--- src/rtl/ms_shift_register.sv ---
`default_nettype none
//------------------------------------------------------------------------------
// Module   : ms_shift_register
// Brief    : WIDTH-bit register with complement output, parallel load and
//            multi-cycle serial SHL/SHR/ROTL over a valid/ready handshake.
//            Optional macro ASR_EN makes SHR arithmetic (MSB replicated).
// Revision : 1.0 - initial release
//------------------------------------------------------------------------------
module ms_shift_register #(
    parameter int             WIDTH   = 5,
    parameter logic [WIDTH-1:0] RST_VAL = '0,
    localparam int            AMT_W   = $clog2(WIDTH) + 1
) (
    input  logic             CLK,
    input  logic             RST,
    input  logic             VALID,
    output logic             READY,
    input  logic [1:0]       OP,
    input  logic [AMT_W-1:0] AMT,
    input  logic [WIDTH-1:0] D,
    input  logic             SI,
    output logic [WIDTH-1:0] Q,
    output logic [WIDTH-1:0] QN,
    output logic             SO,
    output logic             BUSY,
    output logic             DONE
);

    localparam logic [1:0]       c_OP_LOAD = 2'b00;
    localparam logic [1:0]       c_OP_SHL  = 2'b01;
    localparam logic [1:0]       c_OP_SHR  = 2'b10;
    localparam logic [1:0]       c_OP_ROTL = 2'b11;
    localparam logic [AMT_W-1:0] c_WIDTH   = AMT_W'(WIDTH);
    localparam logic [AMT_W-1:0] c_ONE     = AMT_W'(1);

    typedef enum logic [0:0] {
        S_IDLE  = 1'b0,
        S_SHIFT = 1'b1
    } state_t;

    state_t           r_state, w_state_nxt;
    logic [1:0]       r_op, w_op_nxt;
    logic [AMT_W-1:0] r_count, w_count_nxt;
    logic [WIDTH-1:0] r_q, w_q_nxt;
    logic             r_so, w_so_nxt;
    logic             r_done, w_done_nxt;

    logic             w_accept;
    logic [AMT_W-1:0] w_amt_sat;
    logic             w_shr_msb;

    assign w_accept  = VALID && (r_state == S_IDLE);
    assign w_amt_sat = (AMT > c_WIDTH) ? c_WIDTH : AMT;

`ifdef ASR_EN
    assign w_shr_msb = r_q[WIDTH-1];
`else
    assign w_shr_msb = SI;
`endif

    always_ff @(posedge CLK or posedge RST) begin
        if (RST) begin
            r_state <= S_IDLE;
            r_op    <= c_OP_LOAD;
            r_count <= '0;
            r_q     <= RST_VAL;
            r_so    <= 1'b0;
            r_done  <= 1'b0;
        end else begin
            r_state <= w_state_nxt;
            r_op    <= w_op_nxt;
            r_count <= w_count_nxt;
            r_q     <= w_q_nxt;
            r_so    <= w_so_nxt;
            r_done  <= w_done_nxt;
        end
    end

    always_comb begin
        w_state_nxt = r_state;
        w_op_nxt    = r_op;
        w_count_nxt = r_count;
        w_q_nxt     = r_q;
        w_so_nxt    = r_so;
        w_done_nxt  = 1'b0;

        case (r_state)
            S_IDLE: begin
                if (w_accept) begin
                    if (OP == c_OP_LOAD) begin
                        w_q_nxt    = D;
                        w_done_nxt = 1'b1;
                    end else if (w_amt_sat == '0) begin
                        w_done_nxt = 1'b1;
                    end else begin
                        // Q holds on the accept edge; shifting starts next edge.
                        w_state_nxt = S_SHIFT;
                        w_op_nxt    = OP;
                        w_count_nxt = w_amt_sat;
                    end
                end
            end
            S_SHIFT: begin
                case (r_op)
                    c_OP_SHL: begin
                        w_q_nxt  = {r_q[WIDTH-2:0], SI};
                        w_so_nxt = r_q[WIDTH-1];
                    end
                    c_OP_SHR: begin
                        w_q_nxt  = {w_shr_msb, r_q[WIDTH-1:1]};
                        w_so_nxt = r_q[0];
                    end
                    c_OP_ROTL: begin
                        w_q_nxt  = {r_q[WIDTH-2:0], r_q[WIDTH-1]};
                        w_so_nxt = r_q[WIDTH-1];
                    end
                    default: begin
                        w_q_nxt  = r_q;
                        w_so_nxt = r_so;
                    end
                endcase
                w_count_nxt = r_count - c_ONE;
                if (r_count == c_ONE) begin
                    w_state_nxt = S_IDLE;
                    w_done_nxt  = 1'b1;
                end
            end
            default: begin
                w_state_nxt = S_IDLE;
            end
        endcase
    end

    assign READY = (r_state == S_IDLE);
    assign BUSY  = (r_state == S_SHIFT);
    assign Q     = r_q;
    assign QN    = ~r_q;
    assign SO    = r_so;
    assign DONE  = r_done;

endmodule
`default_nettype wire

--- config.mk ---
export PLATFORM = sky130hd
export DESIGN_NAME = ms_shift_register
export DESIGN_NICKNAME = d
export VERILOG_FILES = /design/src/rtl/ms_shift_register.sv
export SDC_FILE = /design/constraint.sdc
export NUM_CORES = 1
export LEC_CHECK = 0
export ABC_CLOCK_PERIOD_IN_PS = 3500
export CAP_MARGIN = 40
export CORE_ASPECT_RATIO = 0.75
export CORE_MARGIN = 1.5
export CORE_UTILIZATION = 45
export DETAILED_ROUTE_END_ITERATION = 8
export DONT_BUFFER_PORTS = 1
export MAX_ROUTING_LAYER = met4
export PLACE_DENSITY = 0.56
export SLEW_MARGIN = 20
export SYNTH_ARGS = -nofsm -noshare
export SYNTH_HDL_FRONTEND = slang
export SYNTH_SLANG_ARGS = --single-unit
--- constraint.sdc ---
create_clock -name CLK -period 3.5 [get_ports CLK]
set_input_delay 1.05 -clock CLK [delete_from_list [all_inputs] [get_ports CLK]]
set_output_delay 1.05 -clock CLK [all_outputs]
set_load 0.05 [all_outputs]
# ---- Word level (Yosys, flattened, before mapping)
# Cells that the tools add are included.
dict set report word_totals {
  regBits 14
  latchBits 0
  ram_bits 0
  mem_bits_ro 0
  in_bits 15
  out_inout_bits 14
  elab_cells 50
  mem_count 0
}
dict set report classes {
  n_addsub 1
  mul 0
  div 0
  n_lt_le_gt_ge 1
  n_eq_ne 9
  shift 0
  n_mux 20
  bitwise 4
  n_reduce_logical 9
}
# op n
set ops {}
lappend ops {{$mux 4} 4}
lappend ops {{$pmux 5 s3} 1}
lappend ops {{$mux 5} 2}
lappend ops {{$pmux 5 s2} 1}
lappend ops {{$mux 1} 8}
lappend ops {{$pmux 4 s2} 1}
lappend ops {{$pmux 1 s2} 3}
lappend ops {{$reduce_and 3->1} 2}
lappend ops {{$not 5->5} 1}
lappend ops {{$eq 2x2->1 const B} 2}
lappend ops {{$eq 4x1->1 const B} 1}
lappend ops {{$gt 4x3->1 const B} 1}
lappend ops {{$logic_not 4->1} 1}
lappend ops {{$ne 2x1->1 const B} 2}
lappend ops {{$ne 2x2->1 const B} 2}
lappend ops {{$ne 4x1->1 const B} 1}
lappend ops {{$reduce_and 4->1} 1}
lappend ops {{$sub 4x1->4 const B} 1}
lappend ops {{$not 1->1} 3}
lappend ops {{$eq 2x1->1 const B} 1}
lappend ops {{$logic_not 2->1} 1}
lappend ops {{$reduce_and 2->1} 1}
lappend ops {{$reduce_bool 2->1} 1}
lappend ops {{$reduce_or 2->1} 1}
lappend ops {{$logic_and 1x1->1} 1}

# ---- Logic depth before layout (Yosys ltp)
# Gate-level depths: netlist (run 1).
dict set report depth {
  word_depth 7
  ltp_mapped 5
  mapped_depth_nobuf 5
}

# ---- Least setup slack after synthesis (run 1)
# OpenSTA, ideal clock, no wires.
dict set report synth_timing {
  kind {reg2out}
  start {reg r_state (netlist: BUSY)}
  end {out READY}
  arrival_time_ns 1.379
  required_ns 2.450
  path_slack_ns 1.071
  path_stages_with_launch 3
  path_buffers 1
  cell_sequence {dfrtp_1 > inv_1 > clkbuf_1}
}
dict set report synth_via {
  elab_chain_len 1
}
# item line_no
set synth_rtl {}
lappend synth_rtl {{start: declaration} 41} ;# state_t r_state, w_state_nxt;
lappend synth_rtl {{start signal: assignment} 70} ;# r_state <= w_state_nxt;
lappend synth_rtl {{$not 1->1 (no source line)} n/a}
lappend synth_rtl {{end: declaration} 17} ;# output logic READY,
# Every way passes these cells.

# ---- Final worst setup path (run 1)
# Ends and elaborated chain as after synthesis.

==> results.yml, run 1 <==
synthesis:
  netlist_area_um2: 888.4
  ys_types: 31
  synth-main-ff-cell: "dfrtp_1"
  ys_seq_elements: 14
  syn_avg_cell_area_um2: 9.552
  synth_edf_count: 0
  ys_warn_count: 0
  yosysSeqAreaShare_pct: 39.44
  syn-num-nets: 114
  syn_inst: 93
  synthArstFlopShare_pct: 100.0
clock_network:
  cts_tree: "yes"
  clockBufferDepth: 2
  ctsResizeCount: 0
  clock-sinks: 14
  postCtsSetupBuffers: 0
  numCtsBuffers: 3
  clk_latency_ps: 280
  htreeDepth: 1
  hold_buffers: 0
  path_clk_slew_ps: 80
  clockRootBuffer: "clkbuf_4"
timing:
  rsz0062_at_grt: "no"
  fmax_ghz: 0.3984
  relSlewSlack_pct: 51.95
  fin_crit_sh_pct: 71.71
  slew_violations: 0
  finalHoldViolCount: 0
  fin_ws_ps: 990.1
  layout_min_cycle_time_ps: 2510
  setup_tns_ps: 0
  clock_skew_ps: 11.25
  tightest_slew_ps: 720.0
  setup_viol_count_final: 0
worst_setup_path:
  cp_max_fo: 18
  cp.required_ps: 2450
  worstSetupStartpointType: "flip-flop"
  path_class: "flip-flop to output pin"
  reg2reg_setup_slack_ps: 1430
  cp.arrival_ps: 1460
  end_kind: "output pin"
global_route:
  grt_pass1_wl_um: 3187
  grt_pass1_vias: 650
  gr-total-overflow: 0
  grt_max_degree: 19
  antenna_found_initial: 0
  track_usage_pct: 20.36
detailed_routing:
  drc: 0
  drt_iter0_drc: 29
  vias: 715
  drt-total-wl_um: 1907
  postRouteAntennaNets: 0
  dr.pass1.iters: 4
  wl_per_cell_um: 16.03
  vias_per_cell: 6.008
floorplan:
  die_x_um: 54.31
  io_pins: 29
  placementRows: 13
  die_area_um2: 2253
  start_util_pct: 49.65
  coreArea_um2: 1789
  die_y_um: 41.48
status:
  status: "finished clean"
final_layout:
  multi_input_area_um2: 484.2
  finalNetCount: 119
  fill_cells: 169
  antennaDiodeCount: 0
  area_growth_pct: 8.028
  final_cell_mix: "dfrtp_1, inv_1, nor2_1, ha_1"
  seq_area_um2: 350.3
  final_common_cell: "dfrtp_1"
  drive_gt1_share_pct: 15.46
place:
  portBuffers: 0
  gp_congestion: 0.8055
  dp_slack_ps: 1100
  dp_hpwl_um: 1431
min_path:
  hold_path_class: "flip-flop to flip-flop"
job:
  cap_viol_max_count: 0
through the flow:
stage / instance area [µm²] / std cells / hold slack [ps] / utilization [%]
6_report: 959.7 / 119 / 584.5 / 53.64
5_1_grt: 959.7 / 119 / 631.2 / 53.64
2_1_floorplan: 888.4 / 93 / 529.4 / -
3_5_place_dp: 918.4 / 114 / 574.9 / 51.33
3_3_place_gp: 918.4 / 114 / 563.1 / 51.33
4_1_cts: 954.7 / 118 / 584.5 / 53.36
cells in the mapped netlist (2+ instances only):
cell type | count | area [µm²]
a211oi_1 | 2 | 15.01
o21a_1 | 3 | 22.52
dfrtp_1 | 14 | 350.3
a221oi_1 | 4 | 35.03
a22oi_1 | 2 | 15.01
nand3_1 | 5 | 25.02
nor3_1 | 2 | 10.01
clkbuf_1 | 2 | 7.510
nand2b_1 | 2 | 12.51
ha_1 | 6 | 75.07
o31ai_2 | 4 | 50.05
o21ai_0 | 5 | 25.02
o211ai_1 | 3 | 22.52
inv_1 | 11 | 41.29
xnor2_1 | 2 | 17.52
nand2_1 | 3 | 11.26
mux2_2 | 2 | 22.52
nor2_1 | 8 | 30.03
flip-flops by register name, summed over array words and instances (netlist names):
| signal | count |
|---|---|
| BUSY | 1 |
| SO | 1 |
| r_count | 4 |
| Q | 5 |
| r_op | 2 |
| DONE | 1 |
final cells by class:
cell class                      instances  share of cell area, %
Timing Repair Buffer                    3                  2.086
Clock buffer                            4                  3.781
Tap cell                               22                  2.868
Multi-Input combinational cell         65                  50.46
Inverter                               11                  4.302
Sequential cell                        14                  36.51
final timing paths:
kind | start | end | cells after the start
worst max-delay path | BUSY | READY | 2
min in group asynchronous | RST | r_count[1] | 1
worst max register to register | BUSY | BUSY | 4
worst min-delay path | r_count[3] | r_count[3] | 2
worst min register to register | r_count[3] | r_count[3] | 2
max in group asynchronous | RST | BUSY | 1
cells by family after synthesis:
logic type               after synthesis  synth area share [%]
AO/OA/AOI/OAI                         27                 23.80
flip-flops                            14                 39.44
multiplexers                           3                 3.662
AND/OR/NAND/NOR                       27                 16.62
adder cells (fa/ha/maj)                6                 8.450
XOR/XNOR                               2                 1.972
buffers and inverters                 14                 6.056
per-layer routing:
metal | GRT usage [%] | routed length [µm] | vias to the layer above
met3 | 7.914 | 158 | 2
met1 | 32.88 | 980 | 327
met2 | 23.13 | 753 | 36
met5 | - | 0 | -
met4 | 4.500 | 13 | 0
li1 | - | - | 350
critical path, stage by stage (launching register included):
cell	delay, ps
dfrtp_1	370
buf_4	240
inv_1	570
Power of run 1 is left out: the tool's default activity adds up to more than one toggle a clock period on the data nets, which glitch-free logic cannot reach.
==> inputs of run 2 (changes only) <==
--- a/config.mk
+++ b/config.mk
@@ -5,7 +5,7 @@
 export SDC_FILE = /design/constraint.sdc
 export NUM_CORES = 1
 export LEC_CHECK = 0
-export ABC_CLOCK_PERIOD_IN_PS = 3500
+export ABC_CLOCK_PERIOD_IN_PS = 2300
 export CAP_MARGIN = 40
 export CORE_ASPECT_RATIO = 0.75
 export CORE_MARGIN = 1.5
@@ -13,7 +13,7 @@
 export DETAILED_ROUTE_END_ITERATION = 8
 export DONT_BUFFER_PORTS = 1
 export MAX_ROUTING_LAYER = met4
-export PLACE_DENSITY = 0.56
+export PLACE_DENSITY = 0.58
 export SLEW_MARGIN = 20
 export SYNTH_ARGS = -nofsm -noshare
 export SYNTH_HDL_FRONTEND = slang
==> constraint.sdc (replaced) <==
create_clock -name CLK -period 2.3 [get_ports CLK]
set_input_delay 0.69 -clock CLK [delete_from_list [all_inputs] [get_ports CLK]]
set_output_delay 0.69 -clock CLK [all_outputs]
set_load 0.05 [all_outputs]
==> run 2 against run 1 <==
  * First-iteration DRC count fell by 59%
  * Via count rose by 1.5%
  * Cell count rose by 2.5%
  * Largest cell class unchanged
  * Clock skew fell by 5.2 ps
  * Sequential cell count did not move
  * Sequential share of layout area fell by 0.93 points
  * Clock-buffer cell count did not move
==> results.yml, run 2 (synthesis gave the netlist of run 1 again) <==
status:
  status: "finished clean"
global_route:
  track_usage_pct: 20.87
  antenna_found_initial: 0
  gr-total-overflow: 0
  grt_pass1_wl_um: 3298
  grt_max_degree: 15
  grt_pass1_vias: 702
worst_setup_path:
  cp_max_fo: 5
  path_class: "flip-flop to output pin"
  worstSetupStartpointType: "flip-flop"
  cp-startpoint: "Q[1]"
  cp.required_ps: 1610
  cp_num_buf_inv: 1
  cp-endpoint: "QN[1]"
  r2r_start: "BUSY"
  cp_cell_sequence: "inv_1"
  end_kind: "output pin"
  r2r-end: "Q[1]"
  critPathMaxStageDelay_ps: 710
  r2r_cells: 3
  critical_path_depth: 1
  reg2reg_setup_slack_ps: 570
  critPathTopFamily: "flip-flops"
  cp_slowest_cell: "dfrtp_1"
  cp.arrival_ps: 1390
floorplan:
  die_y_um: 41.48
  start_util_pct: 49.65
  die_x_um: 54.31
  coreArea_um2: 1789
  die_area_um2: 2253
  io_pins: 29
  placementRows: 13
timing:
  clock_skew_ps: 6.024
  rsz0062_at_grt: "no"
  finalHoldViolCount: 0
  fin_crit_sh_pct: 90.30
  slew_violations: 0
  fmax_ghz: 0.4815
  setup_tns_ps: 0
  tightest_slew_ps: 572.4
  relSlewSlack_pct: 61.84
  setup_viol_count_final: 0
  layout_min_cycle_time_ps: 2077
job:
  cap_viol_max_count: 0
clock_network:
  ctsResizeCount: 0
  clockRootBuffer: "clkbuf_4"
  htreeDepth: 1
  path_clk_slew_ps: 90
  clockBufferDepth: 2
  postCtsSetupBuffers: 0
  cts_tree: "yes"
  clock-sinks: 14
  hold_buffers: 0
  numCtsBuffers: 3
  clk_latency_ps: 290
detailed_routing:
  drt-total-wl_um: 1955
  wl_per_cell_um: 16.02
  postRouteAntennaNets: 0
  dr.pass1.iters: 6
  vias_per_cell: 5.951
  drc: 0
  vias: 726
  drt_iter0_drc: 12
min_path:
  hold_path_class: "input pin to asynchronous set/reset pin"
place:
  dp_hpwl_um: 1492
  portBuffers: 0
  gp_congestion: 0.8713
final_layout:
  final_cell_mix: "dfrtp_1, inv_1, nor2_1, ha_1, buf_4"
  final_common_cell: "dfrtp_1"
  drive_gt1_share_pct: 18.00
  area_growth_pct: 10.85
  largest_reg_flops: 5
  antennaDiodeCount: 0
  finalNetCount: 122
==> run 2: cell types whose count changed in the layout (fill, tap and decap cells not counted) <==
cell / before / now
buf_4: 2 / 6
clkbuf_2: 1 / 0
==> run 2: worst min-delay path by stage <==
stage | slack [ps] | from | endpoint
2_1_floorplan | 530 | r_count[0] | r_count[0]
3_3_place_gp | 560 | r_count[1] | r_count[1]
3_5_place_dp | 570 | r_count[3] | r_count[3]
4_1_cts | 350 | RST | r_count[1]
5_1_grt | 370 | RST | r_count[2]
6_report | 320 | RST | r_count[2]
==> run 2: metal layers <==
metal | wire [µm] | global-route usage, % | vias to the layer above
met5 | 0 | - | -
met4 | 15 | 4.500 | 0
met3 | 167 | 8.633 | 2
met2 | 771 | 24.82 | 32
met1 | 1000 | 32.35 | 338
li1 | - | - | 354
==> run 2: layout make-up <==
type	instances	area, µm²
fillers	172	804.5
multi-input cells	65	484.2
flip-flops and latches	14	350.3
repair buffers	6	45.04
inverters	11	41.29
clock buffers	4	36.28
well taps	22	27.53
==> run 2: per-stage QoR <==
step	hold slack [ps]	setup WS, ps	instances	util [%]	area, µm²
after floorplan	529.4	230.7	93	-	888.4
after global placement	558.9	463.1	118	53.01	948.4
after detailed placement	574.5	419.9	118	53.01	948.4
after CTS	345.8	216.7	122	55.04	984.7
after global routing	369.4	170.3	122	55.04	984.7
final	317.2	223.2	122	55.04	984.7
==> run 2: worst reg2reg max path: cells and delay by family (launching register included) <==
kind	cells	cell delay, ps
flip-flops	1	490
AND/OR/NAND/NOR	2	930
AO/OA/AOI/OAI	1	230
Power of run 2 is left out for the same reason.
==> variant 1 (config.mk and constraints of run 2) <==
The option `ASR_EN` is turned on by a define.
--- a/src/rtl/ms_shift_register.sv
+++ b/src/rtl/ms_shift_register.sv
@@ -7,4 +7,6 @@
 // Revision : 1.0 - initial release
 //------------------------------------------------------------------------------
+`define ASR_EN
+
 module ms_shift_register #(
     parameter int             WIDTH   = 5,
Check against the original RTL: not equivalent (Yosys sat finds a counterexample within 4 cycles, from zero or initial values and one cycle with RST high).
==> variant 1 against run 2 <==
Global-route usage decreased by 0.13 points. Sequential share of layout area is 0.14 points higher. Routed wire length rose by 0.82%. Design area shrank 0.38%. Setup slack gained 0.010 ns. Critical path depth unchanged. Utilization is 0.70 points lower. Sequential cell count unchanged. Synthesized cell count up 3.2%. Synthesized area is 1.3% higher. Largest cell class unchanged.
Power is left out: the tool's default activity adds up to more than one toggle a clock period on the data nets, which glitch-free logic cannot reach.
==> variant 1: results (changes against run 2) <==
stage	metric	value	unit	change
outcome	outcome	complete, no violations		
critical_path	critical_path_peak_fanout	5		unchanged
cts	cts.repair.resized	0		unchanged
logic_synthesis	synth.net_count	117		+2.6%
logic_synthesis	synthTopCellsByCount	dfrtp_1 (14), inv_1 (11), nor2_1 (10)		
cts	clock-root-buffer	clkbuf_4		
detailed_routing	route.vias.total	726		unchanged
cts	deepest_clock_path_buffer_count	2		unchanged
cts	later_pin_clock_latency_in_the_skew_report	0.28	ns	
detailed_routing	drt_pre_antenna_iters	4		-2
logic_synthesis	synth.yosys.seq_area_share	38.9	%	-0.49 points
critical_path	crit_arrival	1.38	ns	
global_route	number_of_antenna_violations_at_the_first_check_in_global_routing	0		unchanged
detailed_routing	final_routed_wire_length_divided_by_cell_count	16.0	um	about the same
detailed_routing	initialDrtViolationCount	11		-1
global_route	grt_util_all_layers	20.7	%	-0.13 points
timing	slew_headroom	58.7	%	-3.2 points
global_route	grt_start_max_net_pins	15		unchanged
cts	total_cts_buffers	3		unchanged
critical_path	critPathMaxStageDelay	0.72	ns	
layout	fill_cells	167		-2.9%
logic_synthesis	synth_cell_types	32		+3.2%
hold_path	holdCritPathClass	input pin to asynchronous set/reset pin		
timing	clock_skew	0.00422	ns	-0.00181 ns
layout	drive_above_1_share	16.8	%	-1.2 points
cts	path_clk_slew	0.09	ns	about the same
place	detailedPlacementHpwl	1550	um	+3.6%
cts	cts_post_setup_buffers_inserted	0		unchanged
place	pre_cts_slack	0.409	ns	-0.0111 ns
global_route	grt_pass1_vias	681		-3.0%
logic_synthesis	synth_area_leaders	dfrtp_1 (39%), ha_1 (8.3%), o31ai_2 (5.6%)		
logic_synthesis	synth_flop_cell	dfrtp_1		
global_route	globalRouteOverflowTotal	0		unchanged
critical_path	cp_slowest_cell	dfrtp_1		
cts	htreeDepth	1		unchanged
critical_path	path_delay_family	flip-flops		
global_route	grt_pass1_wl	3350	um	+1.5%
place	place_congestion	0.893		+2.4%
logic_synthesis	synthesis.yosys.warnings	0		unchanged
logic_synthesis	asyncSetResetFlopFracSynth	100	%	unchanged
layout	largest_register_ff_count	5		unchanged
place	placement.io_buffers	0		unchanged
layout	antennaDiodeCount	0		unchanged
-- variant 1: path summary, 6_finish.rpt --
kind / start / endpoint / slack [ns] / cells after the start
min in group CLK: OP[0] / r_op[0] / 0.55 / 1
worst min-delay path: RST / Q[4] / 0.32 / 1
worst max-delay path: Q[3] / QN[3] / 0.23 / 1
worst max register to register: r_op[0] / Q[3] / 0.57 / 5
max in group asynchronous: RST / Q[0] / 1.63 / 1
worst min register to register: r_op[1] / r_op[1] / 0.58 / 1
-- variant 1: cells by family (layout without fill, tap and decap cells) --
group	after synthesis	in the layout	synth area share (%)
muxes	3	3	3.62
adders and majority gates	6	6	8.34
AOI/OAI and AO/OA	24	24	21.4
DFF	14	14	38.9
and+or+nand+nor	34	34	20.7
buffers and inverters	14	19	5.98
xor gates and xnor gates	1	1	0.974
-- variant 1: worst reg2reg max path, cell delays in order (launching register included) --
cell and delay (ns):
dfrtp_1 0.43, inv_1 0.08, ha_1 0.29, o21ai_0 0.44, and2_4 0.28, o31ai_2 0.08
-- variant 1: area by class of cell --
class                           count  area share [%]
Multi-Input combinational cell     68            50.5
Sequential cell                    14            35.7
Inverter                           11            4.21
Clock buffer                        4            3.70
Timing Repair Buffer                4            3.06
Tap cell                           22            2.81
-- variant 1: routing by layer --
metal	up-vias	track usage [%]	wire length, um
met5	-	-	0
met4	0	3.00	6
met3	2	7.55	104
met2	20	26.0	840
met1	347	32.0	1020
li1	357	-	-
-- variant 1: stage by stage --
stage / hold WS (ns) / utilization [%] / std cells / area (sq um)
2_1_floorplan: 0.530 / - / 96 / 900
3_3_place_gp: 0.555 / 52.3 / 119 / 945
3_5_place_dp: 0.567 / 52.3 / 119 / 945
4_1_cts: 0.339 / 54.3 / 123 / 981
5_1_grt: 0.362 / 54.3 / 123 / 981
6_report: 0.323 / 54.3 / 123 / 981
==> variant 2 (config.mk and constraints of run 2) <==
Without the edit above. Make the reset (`RST`) synchronous in one clocked block.
--- a/src/rtl/ms_shift_register.sv
+++ b/src/rtl/ms_shift_register.sv
@@ -59,5 +59,5 @@
 `endif
 
-    always_ff @(posedge CLK or posedge RST) begin
+    always_ff @(posedge CLK) begin
         if (RST) begin
             r_state <= S_IDLE;
Function: differs if RST is asserted again (counterexample within 4 cycles, from zero or initial values and one cycle with RST high); with RST held inactive, the same outputs for 10 cycles.
==> variant 2 against run 2 <==
Routed wire length is 10% higher. Via count increased by 10%. Sequential cell count unchanged. Die area down 1.3%. Design area is 2.4% lower. Count of clock-buffer cells in the layout down 1. Synthesized area is 1.4% lower. Non-clock buffer count increased by 1. Setup slack improved by 0.18 ns. Critical path type unchanged.
Power is left out: it rests on default switching activity, and per cell area and clock period it moved more than threefold.
==> variant 2: results (changes against run 2) <==
stage	metric	value	unit	change
outcome	outcome	complete, no violations		
place	placement.io_buffers	0		unchanged
logic_synthesis	synth.yosys.seq_area_share	32.0	%	-7.4 points
global_route	grt_pass1_wl	3200	um	-2.9%
global_route	grt_start_max_net_pins	16		+1
critical_path	critPathMaxStageDelay	0.57	ns	-0.14 ns
hold_path	whs_endpoint	r_count[1]		
cts	clock-root-buffer	clkbuf_4		
critical_path	worst_r2r_path_depth	5		+2
place	postPlaceCellArea	938	sq um	-1.1%
layout	drive_above_1_share	13.6	%	-4.4 points
cts	cts.repair.resized	0		unchanged
layout	num-nets-final	133		+9.0%
detailed_routing	final_routed_wire_length_divided_by_cell_count	16.3	um	+2.0%
logic_synthesis	synth_compound_area_share	30.0	%	+6.2 points
place	detailedPlacementHpwl	1640	um	+9.9%
critical_path	r2r_setup_slack	0.66	ns	+0.09 ns
logic_synthesis	synth_area_leaders	dfxtp_1 (32%), ha_1 (8.6%), o32ai_1 (5.0%)		
detailed_routing	drt_wl_total	2160	um	+10%
logic_synthesis	synth-adder-area-share	8.57	%	+0.12 points
place	place_congestion	0.788		-9.6%
detailed_routing	drt_pre_antenna_iters	6		unchanged
logic_synthesis	synth_cell_types	34		+9.7%
global_route	grt_util_all_layers	22.3	%	+1.5 points
timing	slew_headroom	66.9	%	+5.1 points
timing	final.hold.worst_slack	0.469	ns	+0.152 ns
timing	clock_skew	0.00355	ns	-0.00248 ns
critical_path	crit_arrival	1.21	ns	-0.18 ns
critical_path	cp_slowest_cell	dfxtp_1		
logic_synthesis	synth.mux.area_fraction	0	%	-3.7 points
global_route	grt_pass1_vias	668		-4.8%
logic_synthesis	synth_instances	104		+12%
critical_path	reg2reg_from	r_op[0]		
critical_path	critical_path_peak_fanout	15		+10
detailed_routing	route.vias.total	799		+10%
detailed_routing	initialDrtViolationCount	24		+12
logic_synthesis	synthTopCellsByCount	dfxtp_1 (14), inv_1 (10), nor2_1 (8), o21ai_0 (8)		
critical_path	startpoint	BUSY		
place	pre_cts_slack	0.637	ns	+0.217 ns
logic_synthesis	synth-xor-area-share	1.00	%	-0.97 points
logic_synthesis	asyncSetResetFlopFracSynth	0	%	-100 points
layout	antennaDiodeCount	0		unchanged
hold_path	holdCritPathClass	input pin to register		
critical_path	reg2reg_to	Q[3]		
==> variant 2: cell types whose count changed in the layout (fill, tap and decap cells not counted), sizes merged, moves of 3 or more <==
| cell | run 2 | this run |
|---|---|---|
| a21oi | 0 | 3 |
| nand2 | 3 | 6 |
| nand3 | 5 | 0 |
| o21ai | 6 | 9 |
| dfrtp | 14 | 0 |
| o32ai | 0 | 5 |
| o31ai | 4 | 0 |
| o311ai | 0 | 3 |
| dfxtp | 0 | 14 |
==> variant 2: how the worst max path moves through the flow <==
stage,depth (start not counted),endpoint,slack [ns]
global placement,3,r_count[1],0.67
floorplan,2,READY,0.49
detailed placement,3,Q[3],0.64
finish,1,BUSY,0.40
global route,1,BUSY,0.33
CTS,1,BUSY,0.39
==> variant 2: layout make-up <==
class	instances	area, sq um
well taps	22	27.5
clock buffers	3	22.5
inverters	11	41.3
fillers	174	828
flip-flops and latches	14	280
repair buffers	7	52.6
multi-input cells	75	537
==> variant 2: cell families (layout without fill, tap and decap cells) <==
family	Yosys count	count (layout)
buffers and inverters	15	21
flip-flops	14	14
AND/OR/NAND/NOR	32	32
adder cells (fa/ha/maj)	6	6
AO/OA/AOI/OAI	36	36
XOR/XNOR	1	1
==> variant 2: layer usage <==
layer	GRT usage, %	part of all wire (%)	up-vias
met1	31.5	52	360
met4	5.77	0.88	0
li1	-	-	406
met5	-	0	-
met3	7.66	6.6	4
met2	29.6	40	29
